--- src/rtl/spi_accel_responder.sv ---
// SPI target that mimics an ADXL362-style accelerometer register interface.
// SPI pins are oversampled in the core clock domain (mode 0, MSB first).
// Host-side samples are loaded directly when idle, or deferred to CS release
// when a transaction is running, so a burst read never sees torn data.
module spi_accel_responder #(
    parameter logic [7:0] ID_AD   = 8'hAD,
    parameter logic [7:0] ID_MST  = 8'h1D,
    parameter logic [7:0] PART_ID = 8'hF2,
    parameter logic [7:0] REV_ID  = 8'h01
) (
    input  logic        clk,
    input  logic        rst,
    input  logic        i_sclk,
    input  logic        i_cs_n,
    input  logic        i_mosi,
    output logic        o_miso,
    input  logic        i_sample_valid,
    input  logic [11:0] i_x,
    input  logic [11:0] i_y,
    input  logic [11:0] i_z,
    output logic        o_busy
);

    typedef enum logic [2:0] {IDLE, CMD, ADDR, DATA, IGNORE} state_t;

    state_t      state_q, state_d;
    logic        sclkMeta_q, sclkSync_q, sclkDly_q;
    logic        csMeta_q, csSync_q, csDly_q;
    logic        mosiMeta_q, mosiSync_q;
    logic [1:0]  settle_q;
    logic        armed_q;
    logic [2:0]  rxCnt_q;
    logic [7:0]  rxShift_q;
    logic        isRead_q;
    logic [5:0]  addr_q;
    logic [2:0]  txCnt_q;
    logic [6:0]  txShift_q;
    logic        misoBit_q;
    logic        miso_q;
    logic [11:0] x_q, y_q, z_q;
    logic [11:0] penX_q, penY_q, penZ_q;
    logic        pending_q;
    logic        dataReady_q;
    logic        readSample_q;
    logic [7:0]  store_q [32];

    logic        sclkRise, sclkFall, csFall, csRise;
    logic [7:0]  rxByte;
    logic        byteDone, commitWrite, softReset, txLoad, rdSample;
    logic [7:0]  rdData;

    assign sclkRise    = sclkSync_q & ~sclkDly_q;
    assign sclkFall    = ~sclkSync_q & sclkDly_q;
    assign csFall      = ~csSync_q & csDly_q;
    assign csRise      = csSync_q & ~csDly_q;
    assign rxByte      = {rxShift_q[6:0], mosiSync_q};
    assign byteDone    = sclkRise && (rxCnt_q == 3'd7);
    assign commitWrite = (state_q == DATA) && !isRead_q && byteDone && !csRise;
    assign softReset   = commitWrite && (addr_q == 6'h1F) && (rxByte == 8'h52);
    assign txLoad      = (state_q == DATA) && isRead_q && sclkFall && (txCnt_q == 3'd0);
    assign rdSample    = ((addr_q >= 6'h08) && (addr_q <= 6'h0A)) ||
                         ((addr_q >= 6'h0E) && (addr_q <= 6'h13));
    assign o_busy      = ~csDly_q;
    assign o_miso      = miso_q;

    // Two-flop synchronizers plus a third copy for edge detection.
    always_ff @(posedge clk) begin
        if (rst) begin
            sclkMeta_q <= 1'b0; sclkSync_q <= 1'b0; sclkDly_q <= 1'b0;
            csMeta_q   <= 1'b1; csSync_q   <= 1'b1; csDly_q   <= 1'b1;
            mosiMeta_q <= 1'b0; mosiSync_q <= 1'b0;
        end else begin
            sclkMeta_q <= i_sclk; sclkSync_q <= sclkMeta_q; sclkDly_q <= sclkSync_q;
            csMeta_q   <= i_cs_n; csSync_q   <= csMeta_q;   csDly_q   <= csSync_q;
            mosiMeta_q <= i_mosi; mosiSync_q <= mosiMeta_q;
        end
    end

    // After reset, only accept a new transaction once CS has been seen high,
    // so a transaction cut by reset is ignored until CS is released.
    always_ff @(posedge clk) begin
        if (rst) begin
            settle_q <= 2'd0;
            armed_q  <= 1'b0;
        end else begin
            if (settle_q != 2'd2) settle_q <= settle_q + 2'd1;
            if ((settle_q == 2'd2) && csSync_q) armed_q <= 1'b1;
        end
    end

    // Transaction state register.
    always_ff @(posedge clk) begin
        if (rst) state_q <= IDLE;
        else     state_q <= state_d;
    end

    // Next-state decode: CS release always wins, opcodes pick read/write.
    always_comb begin
        state_d = state_q;
        if (csRise) begin
            state_d = IDLE;
        end else begin
            case (state_q)
                IDLE: if (csFall && armed_q) state_d = CMD;
                CMD:  if (byteDone) state_d = ((rxByte == 8'h0A) || (rxByte == 8'h0B)) ? ADDR : IGNORE;
                ADDR: if (byteDone) state_d = DATA;
                default: state_d = state_q;
            endcase
        end
    end

    // Bit shifting, address tracking and the registered MISO pipeline.
    always_ff @(posedge clk) begin
        if (rst) begin
            rxCnt_q   <= 3'd0;
            rxShift_q <= 8'h00;
            isRead_q  <= 1'b0;
            addr_q    <= 6'h00;
            txCnt_q   <= 3'd0;
            txShift_q <= 7'h00;
            misoBit_q <= 1'b0;
            miso_q    <= 1'b0;
        end else begin
            if (state_q == IDLE) begin
                rxCnt_q   <= 3'd0;
                txCnt_q   <= 3'd0;
                misoBit_q <= 1'b0;
            end
            if (sclkRise && ((state_q == CMD) || (state_q == ADDR) || (state_q == DATA))) begin
                rxShift_q <= rxByte;
                rxCnt_q   <= rxCnt_q + 3'd1;
            end
            if ((state_q == CMD) && byteDone) isRead_q <= (rxByte == 8'h0B);
            if ((state_q == ADDR) && byteDone) addr_q <= rxByte[5:0];
            if (commitWrite) addr_q <= addr_q + 6'd1;
            if ((state_q == DATA) && isRead_q && sclkFall) begin
                txCnt_q <= txCnt_q + 3'd1;
                if (txLoad) begin
                    misoBit_q <= rdData[7];
                    txShift_q <= rdData[6:0];
                    addr_q    <= addr_q + 6'd1;
                end else begin
                    misoBit_q <= txShift_q[6];
                    txShift_q <= {txShift_q[5:0], 1'b0};
                end
            end
            miso_q <= ((state_q == DATA) && isRead_q) ? misoBit_q : 1'b0;
        end
    end

    // Read/write storage at 0x20-0x3F, cleared by reset or soft reset.
    always_ff @(posedge clk) begin
        if (rst || softReset) begin
            for (int i = 0; i < 32; i++) store_q[i] <= 8'h00;
        end else if (commitWrite && addr_q[5]) begin
            store_q[addr_q[4:0]] <= rxByte;
        end
    end

    // Sample registers, deferred sample buffer and DATA_READY handling.
    always_ff @(posedge clk) begin
        if (rst) begin
            x_q <= 12'h000; y_q <= 12'h000; z_q <= 12'h000;
            penX_q <= 12'h000; penY_q <= 12'h000; penZ_q <= 12'h000;
            pending_q    <= 1'b0;
            dataReady_q  <= 1'b0;
            readSample_q <= 1'b0;
        end else begin
            if (txLoad && rdSample) readSample_q <= 1'b1;
            if (csRise) begin
                pending_q    <= 1'b0;
                readSample_q <= 1'b0;
                if (i_sample_valid) begin
                    x_q <= i_x; y_q <= i_y; z_q <= i_z;
                    dataReady_q <= 1'b1;
                end else if (pending_q) begin
                    x_q <= penX_q; y_q <= penY_q; z_q <= penZ_q;
                    dataReady_q <= 1'b1;
                end else if (readSample_q) begin
                    dataReady_q <= 1'b0;
                end
            end else if (i_sample_valid) begin
                if (o_busy) begin
                    penX_q <= i_x; penY_q <= i_y; penZ_q <= i_z;
                    pending_q <= 1'b1;
                end else begin
                    x_q <= i_x; y_q <= i_y; z_q <= i_z;
                    dataReady_q <= 1'b1;
                end
            end
            if (softReset) begin
                x_q <= 12'h000; y_q <= 12'h000; z_q <= 12'h000;
                dataReady_q <= 1'b0;
            end
        end
    end

    // Register map read mux for the current address.
    always_comb begin
        rdData = 8'h00;
        case (addr_q)
            6'h00: rdData = ID_AD;
            6'h01: rdData = ID_MST;
            6'h02: rdData = PART_ID;
            6'h03: rdData = REV_ID;
            6'h08: rdData = x_q[11:4];
            6'h09: rdData = y_q[11:4];
            6'h0A: rdData = z_q[11:4];
            6'h0B: rdData = {7'b0, dataReady_q};
            6'h0E: rdData = x_q[7:0];
            6'h0F: rdData = {{4{x_q[11]}}, x_q[11:8]};
            6'h10: rdData = y_q[7:0];
            6'h11: rdData = {{4{y_q[11]}}, y_q[11:8]};
            6'h12: rdData = z_q[7:0];
            6'h13: rdData = {{4{z_q[11]}}, z_q[11:8]};
            default: if (addr_q[5]) rdData = store_q[addr_q[4:0]];
        endcase
    end

endmodule

--- config.mk ---
export PLATFORM = sky130hd
export DESIGN_NAME = spi_accel_responder
export DESIGN_NICKNAME = d
export VERILOG_FILES = /design/src/rtl/spi_accel_responder.sv
export SDC_FILE = /design/constraint.sdc
export NUM_CORES = 1
export LEC_CHECK = 0
export BUFFER_PORTS_ARGS = -buffer_cell sky130_fd_sc_hd__buf_2
export CAP_MARGIN = 25
export CORE_MARGIN = 1
export CORE_UTILIZATION = 40
export CTS_CLUSTER_DIAMETER = 50
export DETAILED_ROUTE_END_ITERATION = 8
export HOLD_SLACK_MARGIN = 0.15
export PLACE_DENSITY = 0.61
export SETUP_SLACK_MARGIN = 0.02
export SYNTH_ARGS = -nofsm -noshare
export SYNTH_HDL_FRONTEND = slang
export SYNTH_SLANG_ARGS = --single-unit
--- constraint.sdc ---
create_clock -name clk -period 3.2 [get_ports clk]
set_clock_uncertainty 0.05 [all_clocks]
set_input_delay 0.64 -clock clk [delete_from_list [all_inputs] [get_ports clk]]
set_output_delay 0.64 -clock clk [all_outputs]
set_load 0.005 [all_outputs]
==> out/results.txt, run 1 <==
Status: complete, no violations
Share of cells above drive strength 1: 17.7%
Area Overhead vs Synth: 13.1%
Longest Clk Path Bufs: 3
Worst VDD drop: 346 uV
Setup_tns: 0 ps
Antenna Nets Post-Route: 0
Hold Path Stages: 2
Post-synthesis sequential area ratio: 57.4%
Yosys warning count: 0
Drt first pass iters: 5
GPL Wtd Cong: 0.888
Startpoint types: flop
Synth Area in XOR/XNOR: 0.100%
Compound-cell area share of the yosys netlist: 8.23%
Non-filler cells, final: 2118
Post-synth ARST share: 0%
Post-CTS setup buffer count: 0
Hold buffer count at cts: 0
Die height: 211 um
Most frequent CP cell: ha_1
DIE WIDTH: 211 um
WL per Instance: 21.8 um
R2R setup slack: 160 ps
Vias: 11730
Initial Utilization: 40.6%
Post-Synth Simple-Gate Area: 18.9%
Crit. End Element: flop
Max Fclk: 329 MHz
R2R cell count: 7
Dominant synthesized flop cell: edfxtp_1
Yosys cell types: 77
Final clock period utilization by the worst path: 94.9%
Detailed-route DRC error count: 0
Clk pin slew, worst setup/hold paths: 60 ps
RR Startpoint: rxCnt_q[0]$_SDFFE_PP0P_
Global route overflow: 0
P_leak: 6.64 nW
Port-buffer cells: 43
Vias per inst: 5.54
Diodes inserted: 0
PwrDens: 539 nW/um^2
Clk_lat worst skew: 590 ps
Setup Viol. Count Final: 0
Mux share of post-synthesis cell area: 11.3%
Root buffer cell: clkbuf_16
Yosys reg bits: 374
HPWL Detailed: 29200 um
TritonCTS clock tree: built
CTS Sinks: 374
Top cell type's share of synthesized area: 43.9%
First-pass GRT wire length: 70700 um
Worst-path cell chain: ha_1 > ha_1 > and4bb_2 > nand4_4 > nor2_4 > nand2_1 > o21ai_0
Crit Path Max Fanout: 8
Number of max-cap violations: 0
RSZ-0062 raised after global routing: no
Crit-path max cell delay: 940 ps
Post-Syn Nets: 1506
Fin nets: 1552
Slew Limit Fails: 0
Max-slew headroom: 29.2%
Hold Path Class: input port to flop
Final wirelength: 46100 um
Avg Inst Size Synth: 12.0 um^2
WP data arrival: 3190 ps
Hold_sp: i_cs_n
Core region area: 43100 um^2
Placed instance count: 2025
Worst R2R End: store_q[19][6]$_SDFFCE_PN0P_
FP Rows: 76
CP startpoint: rxCnt_q[0]$_SDFFE_PP0P_
Final hold violation count: 0
I/O Pins: 44
Post-cts resize count: 0
Post-synth EDFFs: 256
Post-Syn Area: 17500 um^2
Dominant cell type by area after synthesis: edfxtp_1
CTS H-Tree Depth: 2
Filler Cells Inserted: 3927
Vias in the first global route: 11456
Worst Hold End: csMeta_q$_SDFF_PP1_
Adder-Cell Fraction of Synth Area: 0.643%
CP required: 3350 ps
Slowest CP cell: o21ai_0
Largest family of logic cells by synthesized area: simple AND/OR/NAND/NOR gates
Initial antenna violation count: 0
Min Tclk post-route: 3040 ps
Die Area: 44600 um^2
Leading cell types by total area after synthesis: edfxtp_1 44%, dfxtp_1 13%, and2_1 9.2%
Pin count of the biggest net entering global routing: 81
Drt first-iter violations: 1117
Total CTS buffers: 44
Post-Synthesis Cells: 1455
Setup Crit Path Kind: flop to flop
GRT Overall Usage: 21.2%
Slew at the pin closest to its max-slew limit: 1050 ps
==> cell families (layout without fill, tap and decap cells) <==
family                     Yosys count  count (layout)
and+or+nand+nor                    607             607
DFF                                374             374
AOI/OAI and AO/OA                  220             220
buffers and inverters              124             202
muxes                              119             119
adders and majority gates            9               9
xor gates and xnor gates             2               2
==> sequential cells by signal (all words and copies together), names as in the netlist, 2 cells and up <==
signal / count
penX_q: 12
x_q: 12
state_q: 3
y_q: 12
addr_q: 6
settle_q: 2
txCnt_q: 3
penY_q: 12
z_q: 12
store_q: 256
txShift_q: 7
rxCnt_q: 3
penZ_q: 12
rxShift_q: 7
==> layout by cell type (no fill, tap or decap), types with 11 or more instances in the layout <==
master / netlist / layout
clkbuf_16: 0 / 44
dfxtp_1: 118 / 114
nand3_1: 34 / 34
nand2_1: 124 / 124
a21oi_1: 72 / 72
a22oi_1: 13 / 13
buf_2: 27 / 52
o21ai_0: 36 / 36
inv_1: 11 / 11
buf_4: 9 / 53
nor2_1: 103 / 101
a211oi_1: 38 / 38
and2_1: 258 / 258
nor2b_1: 11 / 11
mux2i_1: 53 / 53
mux4_2: 62 / 62
edfxtp_1: 256 / 256
==> stage by stage <==
stage	power [mW]	worst slack [ps]	hold WS, ps	instance area [um^2]	util, %
4_1_cts	10.8	117	171	19700	45.8
3_3_place_gp	5.98	282	365	18400	42.6
5_1_grt	11.0	36.1	178	19800	46.0
6_report	10.7	163	201	19800	46.0
3_5_place_dp	6.00	119	344	18400	42.6
2_1_floorplan	5.80	399	339	17500	-
==> area by class of cell <==
cell class / count / area, um^2 / area share, %
Clock buffer: 52 / 1150 / 5.81
Clock inverter: 26 / 214 / 1.08
Inverter: 11 / 41.3 / 0.208
Multi-Input combinational cell: 957 / 6870 / 34.7
Sequential cell: 374 / 10100 / 50.8
Tap cell: 585 / 732 / 3.70
Timing Repair Buffer: 113 / 738 / 3.73
==> how the worst max path moves through the flow <==
stage	endpoint	slack, ps	cells after the start
6_report	store_q[19][6]$_SDFFCE_PN0P_	160	7
2_1_floorplan	store_q[1][0]$_SDFFCE_PN0P_	400	9
4_1_cts	store_q[31][2]$_SDFFCE_PN0P_	120	7
5_1_grt	store_q[23][6]$_SDFFCE_PN0P_	40	7
3_5_place_dp	store_q[31][5]$_SDFFCE_PN0P_	120	7
3_3_place_gp	store_q[21][7]$_SDFFCE_PN0P_	280	8
==> power breakdown <==
| part | switching [mW] | internal [mW] | total (mW) |
|---|---|---|---|
| clock | 2.03 | 2.74 | 4.77 |
| combinational | 0.243 | 0.173 | 0.415 |
| sequential | 0.119 | 5.37 | 5.49 |
| total | 2.39 | 8.29 | 10.7 |
==> cell usage after synthesis (3+ instances only) <==
cell type and count:
buf_4 9, a311oi_1 4, nand2_1 124, a22oi_1 13
o21ai_0 36, nor3_1 8, buf_2 27, mux2_2 4
nand3b_1 5, nand4_1 8, nand2b_1 9, clkbuf_8 3
a31oi_1 8, a22o_1 7, nor2b_1 11, nor2_1 103
a211oi_1 38, edfxtp_1 256, mux2i_1 53, or2_2 4
dfxtp_1 118, a32oi_1 9, mux4_2 62, buf_6 6
nand3_1 34, clkbuf_1 63, a21oi_1 72, ha_1 9
and3_1 6, or3_1 6, inv_1 11, and2_1 258
o22ai_1 3, buf_1 5
==> metal layers <==
layer  GRT usage [%]  routed length, um
met1            29.7              20800
met5               0                  0
met3            3.03               2730
met2            34.0              21800
met4            6.30                836
==> critical path: cells and delay by family, from the launching register on <==
family	cells	cell delay [ps]
compound gates	1	940
flops	1	340
simple gates	4	1000
fa+ha+maj	2	320
Power figures use the tool's default switching activity.
==> inputs of run 2 (changes only) <==
CORE_UTILIZATION = 49   (was 40)
MAX_ROUTING_LAYER = met4   (was not set)
PLACE_DENSITY = 0.71   (was 0.61)
==> run 2 against run 1 <==
Compared with the run above: clock-buffer cell count increased by 1; fmax increased by 3.3%; combinational power increased by 2%; register-to-register slack improved by 97 ps; via count decreased by 0.20%; die area decreased by 18%; largest cell class unchanged; critical path type unchanged; global-route usage increased by 3.6 points; critical endpoint is now txShift_q[5]$_SDFFE_PP0N_; final area decreased by 0.13%; wire length decreased by 6.6%.
==> out/results.txt, run 2 (synthesized netlist as in run 1, its figures left out) <==
Status: complete, no violations
WL per Instance: 21.6 um (-0.91%)
Met2 Use GR: 39.3% (+5.3 points)
Worst-path cell chain: inv_1 > ha_1 > nand2b_1 > or4_1 > nor2_2 > o221ai_1 > a211oi_1 > o21bai_1
Clk pin slew, worst setup/hold paths: 60 ps (about the same)
Initial antenna violation count: 0 (unchanged)
CP required: 3610 ps (+260 ps)
Longest Clk Path Bufs: 3 (unchanged)
Die Area: 36500 um^2 (-18%)
P_leak: 6.72 nW (+1.3%)
Fin nets: 1559 (+0.45%)
RSZ-0062 raised after global routing: no
Vias per inst: 5.86 (+5.9%)
Max-slew headroom: 42.3% (+13 points)
Final wirelength: 43100 um (-6.6%)
Pin count of the biggest net entering global routing: 81 (unchanged)
HPWL Detailed: 28200 um (-3.4%)
Crit-path max cell delay: 750 ps (-190 ps)
Min setup slack post-route: 260 ps (+97.3 ps)
GR Util met1: 32.9% (+3.2 points)
Most flop-heavy register: store_q
GR peak layer: met2
Initial Utilization: 50.2% (+9.5 points)
Global route overflow: 0 (unchanged)
R2R cell count: 8 (+1)
RR Startpoint: txCnt_q[0]$_SDFFE_PP0P_
Final clock period utilization by the worst path: 91.9% (-3.0 points)
Diodes inserted: 0 (unchanged)
PwrDens: 546 nW/um^2 (+1.2%)
Met3 Usage GRT: 3.82% (+0.79 points)
Max Fclk: 340 MHz (+3.3%)
Dpl cell area: 18300 um^2 (-0.23%)
FP Rows: 68 (-11%)
Port-buffer cells: 43 (unchanged)
WP data arrival: 3350 ps (+160 ps)
Setup Crit Path Kind: flop to flop
First-pass GRT wire length: 66700 um (-5.6%)
TritonCTS clock tree: built
Drt first-iter violations: 1046 (-6.4%)
Fin util: 56.7% (+11 points)
CTS Sinks: 374 (unchanged)
Hold Path Class: input port to flop
Slowest CP cell: or4_1
Die height: 191 um (-9.6%)
Vias: 11707 (-0.20%)
Drt first pass iters: 6 (+1)
Setup Viol. Count Final: 0 (unchanged)
Clk_lat worst skew: 540 ps (-50 ps)
Post-cts resize count: 0 (unchanged)
Hold Path Stages: 2 (unchanged)
Worst VDD drop: 488 uV (+41%)
Number of max-cap violations: 0 (unchanged)
Antenna Nets Post-Route: 0 (unchanged)
Hold_sp: i_cs_n
Crit Path Max Fanout: 10 (+2)
Max reg flops: 256 (unchanged)
Vias in the first global route: 11369 (-0.76%)
Crit. End Element: flop
Worst R2R End: txShift_q[5]$_SDFFE_PP0N_
Slew Limit Fails: 0 (unchanged)
Slew at the pin closest to its max-slew limit: 866 ps (-186 ps)
Design area: 19800 um^2 (-0.13%)
Leading cell types in the layout, fill and taps excluded: 258 x and2_1, 256 x edfxtp_1, 124 x nand2_1
Share of cells above drive strength 1: 18.5% (+0.74 points)
Hold buffer count at cts: 0 (unchanged)
R2R setup slack: 260 ps (+100 ps)
GRT Overall Usage: 24.8% (+3.6 points)
Worst Hold End: csMeta_q$_SDFF_PP1_
Min Tclk post-route: 2940 ps (-97.3 ps)
DIE WIDTH: 191 um (-9.6%)
Setup_tns: 0 ps (unchanged)
I/O Pins: 44 (unchanged)
Area Overhead vs Synth: 13.0%
Total CTS buffers: 43 (-2.3%)
Startpoint types: flop
Core region area: 34900 um^2 (-19%)
GPL Wtd Cong: 0.921 (+3.6%)
Most common cell after layout, fill and taps aside: and2_1
Detailed-route DRC error count: 0 (unchanged)
Final hold violation count: 0 (unchanged)
Post-CTS setup buffer count: 0 (unchanged)
CTS H-Tree Depth: 2 (unchanged)
Root buffer cell: clkbuf_16
Place WS: 252 ps (+133 ps)
==> run 2: through the flow <==
| step | power (mW) | instances | hold slack, ps |
|---|---|---|---|
| after floorplan | 5.80 | 1455 | 339 |
| after global placement | 5.97 | 1911 | 359 |
| after detailed placement | 6.00 | 1912 | 370 |
| after CTS | 10.9 | 1991 | 234 |
| after global routing | 11.1 | 1997 | 231 |
| final | 10.8 | 1997 | 243 |
==> run 2: final cells by class <==
| cell class | instances | area, um^2 |
|---|---|---|
| inverters | 11 | 41.3 |
| clock inverters | 26 | 244 |
| flip-flops and latches | 374 | 10100 |
| fillers | 2876 | 15100 |
| well taps | 455 | 569 |
| clock buffers | 53 | 1190 |
| multi-input cells | 957 | 6860 |
| repair buffers | 121 | 818 |
==> run 2: worst max path at each step <==
| stage | from | to | slack [ps] | cells past startpoint |
|---|---|---|---|---|
| finish | txCnt_q[0]$_SDFFE_PP0P_ | txShift_q[5]$_SDFFE_PP0N_ | 260 | 8 |
| global route | addr_q[4]$_SDFF_PP0_ | txShift_q[5]$_SDFFE_PP0N_ | 100 | 7 |
| CTS | rxCnt_q[0]$_SDFFE_PP0P_ | store_q[30][6]$_SDFFCE_PN0P_ | 230 | 8 |
| detailed placement | rxCnt_q[0]$_SDFFE_PP0P_ | store_q[30][5]$_SDFFCE_PN0P_ | 250 | 8 |
| global placement | rxCnt_q[0]$_SDFFE_PP0P_ | store_q[31][5]$_SDFFCE_PN0P_ | 250 | 8 |
| floorplan | addr_q[1]$_SDFF_PP0_ | store_q[1][0]$_SDFFCE_PN0P_ | 400 | 9 |
==> run 2: critical path, delay by kind of cell, from the launching register on <==
family	cells	cell delay [ps]
buffers and inverters	1	80
flip-flops	1	330
AO/OA/AOI/OAI	3	940
adder cells (fa/ha/maj)	1	160
AND/OR/NAND/NOR	3	1300
==> run 2: per-layer routing <==
| layer | wire (um) | up-vias | part of all wire (%) |
|---|---|---|---|
| li1 | - | 5413 | - |
| met1 | 18400 | 5740 | 43 |
| met5 | 0 | - | 0 |
| met3 | 3010 | 100 | 7.0 |
| met2 | 20600 | 454 | 48 |
| met4 | 1140 | 0 | 2.7 |
==> run 2: report_power, final <==
part | internal [mW] | total, mW | switching (mW)
Clock | 2.90 | 4.89 | 1.99
Combinational | 0.180 | 0.423 | 0.242
Sequential | 5.37 | 5.48 | 0.107
==> inputs of run 3 (changes only) <==
CELL_PAD_IN_SITES_DETAIL_PLACEMENT = 1   (was not set)
CELL_PAD_IN_SITES_GLOBAL_PLACEMENT = 2   (was not set)
CORE_UTILIZATION = 44   (was 49)
MAX_ROUTING_LAYER = not set   (was met4)
PLACE_DENSITY = 0.86   (was 0.71)
==> run 3 against run 2 <==
Compared with the run above: largest power group unchanged; clock power grew 3%; combinational power grew 1%; first-iteration DRC count shrank 27%; register-to-register slack lost 80 ps; flip-flop and latch count is the same; global-route usage is essentially flat; cell count grew 3.3%; sequential power is essentially flat; wire length grew 14%.
==> out/results.txt, run 3 (synthesized netlist as in run 1, its figures left out) <==
CTS H-Tree Depth: 2 (unchanged)
Max Fclk: 332 MHz (-2.5%)
FP Rows: 72 (+5.9%)
WL per Instance: 23.8 um (+10%)
Design area: 19900 um^2 (+0.57%)
Post-CTS setup buffer count: 0 (unchanged)
Setup_tns: 0 ps (unchanged)
Startpoint types: flop
Die Area: 40600 um^2 (+11%)
CP endpoint: store_q[2][5]$_SDFFCE_PN0P_
Number of max-cap violations: 0 (unchanged)
Clk_lat worst skew: 570 ps (+30 ps)
Max reg flops: 256 (unchanged)
Share of cells above drive strength 1: 18.5% (+0.041 points)
Initial antenna violation count: 1 (+1)
Hold buffer count at cts: 0 (unchanged)
Most flop-heavy register: store_q
Setup Crit Path Kind: flop to flop
Drt first pass iters: 7 (+1)
Initial Utilization: 45.0% (-5.2 points)
Pin count of the biggest net entering global routing: 81 (unchanged)
Worst-path cell chain: ha_1 > ha_1 > and4bb_2 > nand4_4 > nor2_4 > nand2_1 > buf_4 > o21ai_0 > buf_4
Crit Path Max Fanout: 9 (-1)
WP data arrival: 3240 ps (-110 ps)
DIE WIDTH: 201 um (+5.5%)
Vias per inst: 5.76 (-1.7%)
P_leak: 6.73 nW (+0.19%)
Vias: 11878 (+1.5%)
Total CTS buffers: 43 (unchanged)
Slew Limit Fails: 0 (unchanged)
CP Depth: 9 (+1)
Slowest CP cell: o21ai_0
Fin nets: 1562 (+0.19%)
Drt first-iter violations: 759 (-27%)
Diodes inserted: 0 (unchanged)
I/O Pins: 44 (unchanged)
Final hold violation count: 0 (unchanged)
GRT Overall Usage: 24.7% (-0.035 points)
Min setup slack post-route: 184 ps (-76.6 ps)
Hold Path Class: input port to flop
Clk pin slew, worst setup/hold paths: 60 ps (about the same)
Root buffer cell: clkbuf_16
Leading cell types in the layout, fill and taps excluded: 258 x and2_1, 256 x edfxtp_1, 124 x nand2_1
Delay-heaviest family, CP: simple AND/OR/NAND/NOR gates
TritonCTS clock tree: built
CP startpoint: rxCnt_q[0]$_SDFFE_PP0P_
R2R setup slack: 180 ps (-80 ps)
Global route overflow: 0 (unchanged)
Vias in the first global route: 12495 (+9.9%)
PwrDens: 551 nW/um^2 (+0.94%)
Antenna Nets Post-Route: 0 (unchanged)
CTS Sinks: 374 (unchanged)
Final wirelength: 49100 um (+14%)
Core region area: 38900 um^2 (+12%)
Dpl cell area: 18400 um^2 (+0.40%)
GPL Wtd Cong: 0.885 (-3.9%)
Crit. End Element: flop
HPWL Detailed: 32300 um (+15%)
Port-buffer cells: 43 (unchanged)
Most common cell after layout, fill and taps aside: and2_1
Area Overhead vs Synth: 13.6%
Slew at the pin closest to its max-slew limit: 914 ps (+47.9 ps)
Worst VDD drop: 379 uV (-22%)
Final clock period utilization by the worst path: 94.3% (+2.4 points)
Worst R2R End: store_q[2][5]$_SDFFCE_PN0P_
CP Buf/Inv Count: 2 (+1)
Min Tclk post-route: 3020 ps (+76.6 ps)
Die height: 201 um (+5.5%)
Max-slew headroom: 39.1% (-3.2 points)
Place WS: -16.2 ps (-268 ps)
Setup Viol. Count Final: 0 (unchanged)
Status: complete, no violations
Longest Clk Path Bufs: 3 (unchanged)
R2R cell count: 9 (+1)
RSZ-0062 raised after global routing: no
RR Startpoint: rxCnt_q[0]$_SDFFE_PP0P_
CP required: 3420 ps (-190 ps)
Detailed-route DRC error count: 0 (unchanged)
First-pass GRT wire length: 76400 um (+15%)
Crit-path max cell delay: 400 ps (-350 ps)
==> run 3: cell types whose count changed in the layout (fill, tap and decap cells not counted), sizes merged <==
cell | before | now
buf | 117 | 120
bufinv | 3 | 5
clkinv | 16 | 12
clkinvlp | 3 | 5
inv | 15 | 14
==> run 3: final cells by class <==
type,instances,area [um^2]
inverter,11,41.3
tap,518,648
clock buffer,53,1170
clock inverter,25,274
multi-input combinational,957,6860
sequential,374,10100
timing repair buffer,124,838
fill,4032,19000
==> run 3: worst min path at each step <==
stage	depth (start not counted)	startpoint	end
3_5_place_dp	1	csMeta_q$_SDFF_PP1_	csSync_q$_SDFF_PP1_
4_1_cts	2	i_cs_n	csMeta_q$_SDFF_PP1_
3_3_place_gp	1	csMeta_q$_SDFF_PP1_	csSync_q$_SDFF_PP1_
2_1_floorplan	1	csMeta_q$_SDFF_PP1_	csSync_q$_SDFF_PP1_
5_1_grt	2	i_cs_n	csMeta_q$_SDFF_PP1_
6_report	2	i_cs_n	csMeta_q$_SDFF_PP1_
==> run 3: worst register-to-register path, cell delays in order, from the launching register on <==
cell      delay [ps]
dfxtp_1          350
ha_1             160
ha_1             170
and4bb_2         310
nand4_4          170
nor2_4           190
nand2_1          380
buf_4            300
o21ai_0          400
buf_4            260
==> run 3: power breakdown <==
group | leakage, nW | switching (mW) | internal, mW
registers | 3.39 | 0.110 | 5.37
logic | 2.64 | 0.253 | 0.176
clock network | 0.695 | 2.03 | 3.02
total | 6.73 | 2.39 | 8.57
==> run 3: layer usage <==
| layer | wire, um | track usage, % | up-vias |
|---|---|---|---|
| met4 | 1480 | 9.04 | 2 |
| met2 | 24200 | 41.6 | 293 |
| met1 | 21100 | 32.5 | 6087 |
| met3 | 2280 | 3.69 | 85 |
| li1 | - | - | 5411 |
| met5 | 13 | 0 | - |
==> run 3: repair_timing <==
item                                    CTS  global route
endpoints found under the setup margin   20            10
pin swaps                                 0             0
resized for setup                         1             2
gates cloned                              0             0
==> run 3: stage by stage <==
step	utilization (%)	std cells	power [mW]	hold WS [ps]
CTS	51.0	2051	11.1	195
floorplan	-	1455	5.80	339
detailed placement	47.2	1973	6.01	381
global route	51.1	2062	11.3	220
finish	51.1	2062	11.0	216
global placement	47.2	1972	5.98	361
